`src/rtl/riscv_pkg.sv`:
```
// Shared RV32I definitions: base opcodes, fetch FSM states and the opcode
// pre-classification used by the fetch stage.
package riscv_pkg;

  typedef enum logic [6:0] {
    OP_LOAD     = 7'b0000011,
    OP_MISC_MEM = 7'b0001111,
    OP_REG_IMM  = 7'b0010011,
    OP_AUIPC    = 7'b0010111,
    OP_STORE    = 7'b0100011,
    OP_REG_REG  = 7'b0110011,
    OP_LUI      = 7'b0110111,
    OP_BRANCH   = 7'b1100011,
    OP_JALR     = 7'b1100111,
    OP_JAL      = 7'b1101111,
    OP_SYSTEM   = 7'b1110011
  } opcode_t;

  typedef enum logic [1:0] {
    S_REQ   = 2'd0,
    S_WAIT  = 2'd1,
    S_DRAIN = 2'd2
  } fetch_state_t;

  localparam logic [31:0] NOP_INSTR = 32'h0000_0013;

  // Only the core integer/memory/branch groups count as supported here.
  function automatic logic is_base_opcode(input logic [6:0] op);
    logic ok;
    ok = 1'b0;
    case (op)
      OP_REG_IMM, OP_REG_REG, OP_LOAD, OP_STORE, OP_BRANCH: ok = 1'b1;
      default: ok = 1'b0;
    endcase
    return ok;
  endfunction

endpackage

```
`src/rtl/riscv_if_buffer.sv`:
```
// One-entry IF/ID output register: loads a fetched word, holds it while decode
// stalls, and drops it on a flush.
module riscv_if_buffer
  import riscv_pkg::*;
#(
  parameter int XLEN = 32
) (
  input  logic            clk,
  input  logic            rst,
  input  logic            flush,
  input  logic            load,
  input  logic [XLEN-1:0] load_pc,
  input  logic [31:0]     load_instr,
  input  logic            id_ready,
  output logic            id_valid,
  output logic [XLEN-1:0] id_pc,
  output logic [31:0]     id_instr,
  output opcode_t         id_opcode,
  output logic            id_illegal
);

  always_ff @(posedge clk) begin
    if (rst) begin
      id_valid   <= 1'b0;
      id_pc      <= '0;
      id_instr   <= NOP_INSTR;
      id_illegal <= 1'b0;
    end else if (flush) begin
      id_valid <= 1'b0;
    end else if (load) begin
      id_valid   <= 1'b1;
      id_pc      <= load_pc;
      id_instr   <= load_instr;
      id_illegal <= !is_base_opcode(load_instr[6:0]);
    end else if (id_ready) begin
      id_valid <= 1'b0;
    end
  end

  assign id_opcode = opcode_t'(id_instr[6:0]);

endmodule

```
`src/rtl/riscv_fetch_stage.sv`:
```
// RV32I instruction fetch: PC ownership, single-outstanding imem request
// channel, redirect/squash handling and the IF/ID output register.
module riscv_fetch_stage
  import riscv_pkg::*;
#(
  parameter int               XLEN     = 32,
  parameter logic [XLEN-1:0]  RESET_PC = '0
) (
  input  logic            clk,
  input  logic            rst,
  input  logic            redirect_valid,
  input  logic [XLEN-1:0] redirect_pc,
  output logic            imem_req_valid,
  input  logic            imem_req_ready,
  output logic [XLEN-1:0] imem_req_addr,
  input  logic            imem_rsp_valid,
  input  logic [31:0]     imem_rsp_data,
  output logic            id_valid,
  input  logic            id_ready,
  output logic [XLEN-1:0] id_pc,
  output logic [31:0]     id_instr,
  output opcode_t         id_opcode,
  output logic            id_illegal
);

  fetch_state_t    state_q, state_d;
  logic [XLEN-1:0] pc_q, pc_d;
  logic [XLEN-1:0] req_pc_q;
  logic            accept;
  logic            rsp_load;
  logic            unused_redirect_lsbs;

  assign unused_redirect_lsbs = ^redirect_pc[1:0];

  // Only request when the output register is sure to be free on response.
  assign imem_req_valid = !rst && (state_q == S_REQ) && (!id_valid || id_ready);
  assign imem_req_addr  = pc_q;
  assign accept         = imem_req_valid && imem_req_ready;
  assign rsp_load       = (state_q == S_WAIT) && imem_rsp_valid && !redirect_valid;

  always_comb begin
    state_d = state_q;
    pc_d    = pc_q;
    if (redirect_valid) begin
      pc_d = {redirect_pc[XLEN-1:2], 2'b00};
      case (state_q)
        S_REQ:   state_d = accept ? S_DRAIN : S_REQ;
        S_WAIT:  state_d = imem_rsp_valid ? S_REQ : S_DRAIN;
        // A drain still waiting for its response must keep waiting.
        S_DRAIN: state_d = imem_rsp_valid ? S_REQ : S_DRAIN;
        default: state_d = S_REQ;
      endcase
    end else begin
      case (state_q)
        S_REQ: begin
          if (accept) begin
            pc_d    = pc_q + XLEN'(4);
            state_d = S_WAIT;
          end
        end
        S_WAIT:  if (imem_rsp_valid) state_d = S_REQ;
        S_DRAIN: if (imem_rsp_valid) state_d = S_REQ;
        default: state_d = S_REQ;
      endcase
    end
  end

  always_ff @(posedge clk) begin
    if (rst) begin
      state_q <= S_REQ;
      pc_q    <= {RESET_PC[XLEN-1:2], 2'b00};
    end else begin
      state_q <= state_d;
      pc_q    <= pc_d;
    end
  end

  // Address of the outstanding request, reported as id_pc on its response.
  always_ff @(posedge clk) begin
    if (accept) req_pc_q <= pc_q;
  end

  riscv_if_buffer #(
    .XLEN(XLEN)
  ) u_if_buffer (
    .clk       (clk),
    .rst       (rst),
    .flush     (redirect_valid),
    .load      (rsp_load),
    .load_pc   (req_pc_q),
    .load_instr(imem_rsp_data),
    .id_ready  (id_ready),
    .id_valid  (id_valid),
    .id_pc     (id_pc),
    .id_instr  (id_instr),
    .id_opcode (id_opcode),
    .id_illegal(id_illegal)
  );

endmodule

```
`config.mk`:
```
export PLATFORM = sky130hd
export DESIGN_NAME = riscv_fetch_stage
export DESIGN_NICKNAME = d
export VERILOG_FILES = /design/src/rtl/riscv_pkg.sv /design/src/rtl/riscv_if_buffer.sv /design/src/rtl/riscv_fetch_stage.sv
export SDC_FILE = /design/constraint.sdc
export NUM_CORES = 1
export LEC_CHECK = 0
export ABC_AREA = 1
export CORE_MARGIN = 3
export CORE_UTILIZATION = 50
export DETAILED_ROUTE_END_ITERATION = 8
export PLACE_DENSITY = 0.86
export SLEW_MARGIN = 40
export SYNTH_ARGS = -nofsm -noshare
export SYNTH_HDL_FRONTEND = slang
export SYNTH_SLANG_ARGS = --single-unit
```
`constraint.sdc`:
```
create_clock -name clk -period 4.1 [get_ports clk]
set_input_delay 1.23 -clock clk [delete_from_list [all_inputs] [get_ports clk]]
set_output_delay 1.23 -clock clk [all_outputs]
set_load 0.02 [all_outputs]
```
Yosys cells after proc, flatten, opt, wreduce, memory -nomap -nowiden
Index checks and enable logic that the tools add are counted.
{"block": "totals", "reg_bits": 132, "in_bits": 70, "output_inout_bits": 106, "word_cells": 56}
{"block": "op_classes", "add_sub_neg": 1, "eq_ne": 9, "mux": 16, "bitwise_logic": 1, "n_reduce_logical": 21}
{"cell": "two-way mux 32 bit", "n": 3}
{"cell": "adder 32 x 3 -> 32 bit, second input constant", "n": 1}
{"cell": "== test 7 x 6 -> 1 bit, second input constant", "n": 2}
{"cell": "two-way mux 2 bit", "n": 5}
{"cell": "one-hot mux 2 bit (2 select lines)", "n": 2}
{"cell": "AND reduction 2 bit", "n": 4}
{"cell": "== test 7 x 2 -> 1 bit, second input constant", "n": 1}
{"cell": "== test 7 x 5 -> 1 bit, second input constant", "n": 1}
{"cell": "== test 7 bit, second input constant", "n": 1}
{"cell": "two-way mux 1 bit", "n": 6}
{"cell": "nonzero test 2 bit", "n": 3}
{"cell": "logical AND 1 bit", "n": 5}
{"cell": "OR reduction 5 bit", "n": 1}
{"cell": "zero test 1 bit", "n": 4}
{"cell": "OR reduction 2 bit", "n": 2}
{"cell": "inequality test 3 x 1 -> 1 bit, second input constant", "n": 1}
{"cell": "inequality test 3 bit, second input constant", "n": 1}
{"cell": "== test 2 x 1 -> 1 bit, second input constant", "n": 1}
{"cell": "== test 2 bit, second input constant", "n": 1}
{"cell": "zero test 2 bit", "n": 1}
{"cell": "logical OR 1 bit", "n": 1}
{"cell": "NOT 1 bit", "n": 1}

Logic depth before layout (Yosys ltp)
{"block": "logic_depth", "word_depth": 7, "ltp_mapped": 9, "mapped_depth_nobuf": 9}

Hierarchy
A second synthesis with hierarchy kept.
{"block": "hier_totals", "cells_unflattened": 723, "hier_area_um2": 5784.3}
{"mod": "riscv_fetch_stage", "instances": 1, "cells_per_inst": 423, "area_per_inst_um2": 3243.1, "seq_area_each_um2": 1541.5}
{"mod": "riscv_if_buffer", "instances": 1, "cells_per_inst": 300, "area_per_inst_um2": 2541.2, "seq_area_each_um2": 1321.3}

Least setup slack after synthesis
No wires, ideal clock.
{"block": "synth_timing", "path_type": "in2out", "start": "input port rst", "end": "output port imem_req_valid", "t_arrival_ns": 1.944, "required_time_ns": 2.870, "slack_ns": 0.926, "cell_stages": 3, "n_path_buf": 2, "cell_sequence": "clkbuf_1 -> clkbuf_1 -> nor2_1"}
{"block": "synth_between", "elab_chain_len": 3}
{"element": "from (decl)", "line": "riscv_fetch_stage.sv:10", "text": "input logic rst,"}
{"element": "zero test 1 bit", "line": "riscv_fetch_stage.sv:36", "text": "assign imem_req_valid = !rst && (state_q == S_REQ) && (!id_valid || id_ready);"}
{"element": "logical AND 1 bit (2 in a row)", "line": "riscv_fetch_stage.sv:36"}
{"element": "to (decl)", "line": "riscv_fetch_stage.sv:13", "text": "output logic imem_req_valid,"}
No other way between the ends.

Final worst setup path
{"block": "layout_timing", "start": "input port id_ready", "end": "output port imem_req_valid"}
{"block": "layout_between", "elab_chain_len": 2}
{"element": "from (decl)", "line": "riscv_fetch_stage.sv:19", "text": "input logic id_ready,"}
{"element": "logical OR 1 bit", "line": "riscv_fetch_stage.sv:36"}
{"element": "logical AND 1 bit", "line": "riscv_fetch_stage.sv:36"}
No other way between the ends.

==> results.txt <==
Design area: 0.00774 sq mm
TritonRoute pass-1 iters: 6
Wire length on met3: 1130 um
Number of buffer cells added on primary ports: 169
P&R area growth vs syn: 40.8%
CTS Root Buffer Type: sky130_fd_sc_hd__clkbuf_8
Synthesized netlist cell count: 710
Layout cell share with drive strength beyond 1: 0.0582
Count of clock tree sinks: 126
I/O pin count: 176
Non-filler instance count after layout: 1013
Pins Over Slew Limit: 0
Antenna diode instance count: 0
Share of the synthesized area in the top cell type: 0.350
Via count of the first global-routing pass: 5151
Amount of wire on met2 after detailed routing: 7410 um
Status: finished, final reports clean
Tightest slew margin relative to the limit: 0.563
Number of clock buffers inserted by TritonCTS: 17
First-pass GRT wire length: 24600 um
Startpoint kind of the worst setup timing path: primary input
Setup bufs post-CTS: 0
GRT Overall Usage: 0.245
Post-synthesis sequential area ratio: 0.514
Placed inst area: 0.00719 sq mm
Clock transition at path regs: 0.05 ns
Crit path DAT: 2.61 ns
Setup TNS: 0 ns
Share of synthesized registers carrying an async set or reset: 0
Int Power: 2.42 mW
Cell Pwr Density: 410 mW/mm^2
Combinational share of power: 0.120
Maximum VDD drop: 0.219 mV
Final weighted congestion in routability-driven placement: 0.839
CP Capture Type: output pin
Highest routed layer: met4
Largest net degree at the start of global routing: 70
Number of levels in the clock H-tree: 4
Maximum count of clock buffers along a single path: 2
Netlist cell types: 30
Post-synthesis instance area: 0.00550 sq mm
Fin crit share: 0.937
Die area: 0.0123 sq mm
Most common cell after layout, fill and taps aside: sky130_fd_sc_hd__clkdlybuf4s50_1
DPL Wire Length: 10400 um
Number of violations of the max-capacitance limit: 0
Mean Syn Cell Area: 7.74 sq um
Switching component of the power: 752 uW
Transition time at the pin with the least slew margin: 0.655 ns
Register share of total power: 0.439
Hold WC Path Type: register to register
Initial Util: 0.523
Primary flip-flop cell chosen by synthesis mapping: sky130_fd_sc_hd__dfxtp_1
Total number of vias: 5294
Number of flops mapped to enable cells by yosys: 30
Post-CTS Hold Buffers: 0
Row cnt: 37
Minimum period implied by the final worst setup slack: 3.84 ns
Net count of the finished layout: 939
Data required time of the critical path: 2.87 ns
Detail Route Antenna Nets: 0
DRC violations left: 0
X dimension of the die: 111 um
Number of register bits inferred by synthesis: 126
Total instance count after detailed placement: 982
Source-to-sink clock delay at the later pin of the worst-skew pair: 0.52 ns
CTS tree: yes
WS Path Type: primary input to output pin
Final cell utilization of the core: 0.737
Grt total ovfl: 0
Worst Path Max Fanout: 3
Setup repair after global routing missed its margin: false
Cell type with the highest aggregate area in the netlist: sky130_fd_sc_hd__dfxtp_1
Metal1 wirelength: 6240 um
Switching share of power: 0.237
Core region area: 0.0105 sq mm
Biggest area contributors in the synthesized netlist: sky130_fd_sc_hd__dfxtp_1 35%, sky130_fd_sc_hd__edfxtp_1 16%, sky130_fd_sc_hd__nor2_1 10%
Initial antenna violation count: 0
Routed WL: 15200 um
Achievable clock frequency: 0.260 GHz
Ys Warns: 0
Number of hold violations in the final report: 0
Overall power after layout: 3.17 mW
Count of cells resized by post-cts repair: 0
Maximum clock skew at final layout: 0.00759 ns
Die Height: 111 um
Count of final setup violators: 0
Most frequent cells in the layout: 169 x sky130_fd_sc_hd__clkdlybuf4s50_1, 151 x sky130_fd_sc_hd__nor2_1, 121 x sky130_fd_sc_hd__nand2_1
1st-iter DRT viols: 448
Clock group share of total power: 0.441
Leak pwr: 3.08 nW
Number of vias per cell: 5.23
Detailed-route wire length per cell: 15.0 um
power by group through the flow:
stage / clock (mW) / sequential, mW / combinational [mW]
after floorplan: 0 / 1.45 / 0.147
after global placement: 0 / 1.41 / 0.365
after detailed placement: 0 / 1.42 / 0.376
after CTS: 1.42 / 1.39 / 0.381
after global routing: 1.47 / 1.40 / 0.411
final: 1.40 / 1.39 / 0.381
through the flow:
step | hold WS (ns) | worst slack (ns)
after global placement | 0.454 | 0.257
after global routing | 0.481 | 0.189
after detailed placement | 0.458 | 0.264
after CTS | 0.471 | 0.256
after floorplan | 0.447 | 0.926
final | 0.467 | 0.257
synth_stat cells, types with 3 or more instances:
| library cell | number |
|---|---|
| sky130_fd_sc_hd__buf_4 | 17 |
| sky130_fd_sc_hd__nor2_1 | 152 |
| sky130_fd_sc_hd__clkbuf_1 | 16 |
| sky130_fd_sc_hd__xor2_1 | 3 |
| sky130_fd_sc_hd__o21ai_1 | 43 |
| sky130_fd_sc_hd__nand2_1 | 122 |
| sky130_fd_sc_hd__inv_1 | 61 |
| sky130_fd_sc_hd__buf_2 | 8 |
| sky130_fd_sc_hd__nor2_2 | 4 |
| sky130_fd_sc_hd__o21ai_0 | 50 |
| sky130_fd_sc_hd__dfxtp_1 | 96 |
| sky130_fd_sc_hd__inv_2 | 4 |
| sky130_fd_sc_hd__nand3_1 | 39 |
| sky130_fd_sc_hd__nor2_4 | 7 |
| sky130_fd_sc_hd__ha_1 | 4 |
| sky130_fd_sc_hd__a21oi_1 | 29 |
| sky130_fd_sc_hd__a31oi_1 | 7 |
| sky130_fd_sc_hd__edfxtp_1 | 30 |
critical path, cell delays in order:
cell,delay [ns]
sky130_fd_sc_hd__clkdlybuf4s50_1,0.46
sky130_fd_sc_hd__inv_1,0.04
sky130_fd_sc_hd__nand2_1,0.13
sky130_fd_sc_hd__nand2_1,0.07
sky130_fd_sc_hd__nor2_1,0.08
sky130_fd_sc_hd__clkdlybuf4s50_1,0.60
area by class of cell:
cell class	count	area (sq um)
clock inverter	11	124
multi-input combinational	481	2220
clock buffer	20	425
tap	136	170
fill	736	2770
sequential	126	2820
timing repair buffer	174	1730
inverter	65	246
registers in the layout, summed over array words and instances (netlist names):
register	count
imem_req_addr	30
req_pc_q	30
state_q	2
u_if_buffer.id_illegal	1
u_if_buffer.id_instr	32
u_if_buffer.id_pc	30
u_if_buffer.id_valid	1
layer usage:
layer  up-vias  global-route usage
met5         -                   0
met4         0               0.122
met3        44              0.0535
met2       264               0.420
met1      2393               0.288
li1       2593                   -
logic make-up (layout without fill, tap and decap cells):
kind of cell | after synthesis | count (layout) | share of synthesized area
other | 1 | 4 | 0.000682
and+or+nand+nor | 335 | 335 | 0.258
DFF | 126 | 126 | 0.514
AOI/OAI and AO/OA | 133 | 133 | 0.125
adders and majority gates | 4 | 4 | 0.00911
xor gates and xnor gates | 5 | 5 | 0.00797
buffers and inverters | 106 | 270 | 0.0858
worst paths after layout:
path | endpoint | cells past startpoint | slack [ns] | from
setup / recovery | imem_req_valid | 6 | 0.26 | id_ready
hold / removal | u_if_buffer.id_pc[4] | 2 | 0.47 | req_pc_q[4]
setup reg to reg | u_if_buffer.id_instr[3] | 7 | 2.22 | state_q[1]
hold reg to reg | u_if_buffer.id_pc[4] | 2 | 0.47 | req_pc_q[4]
(Power assumes the default switching activity.)
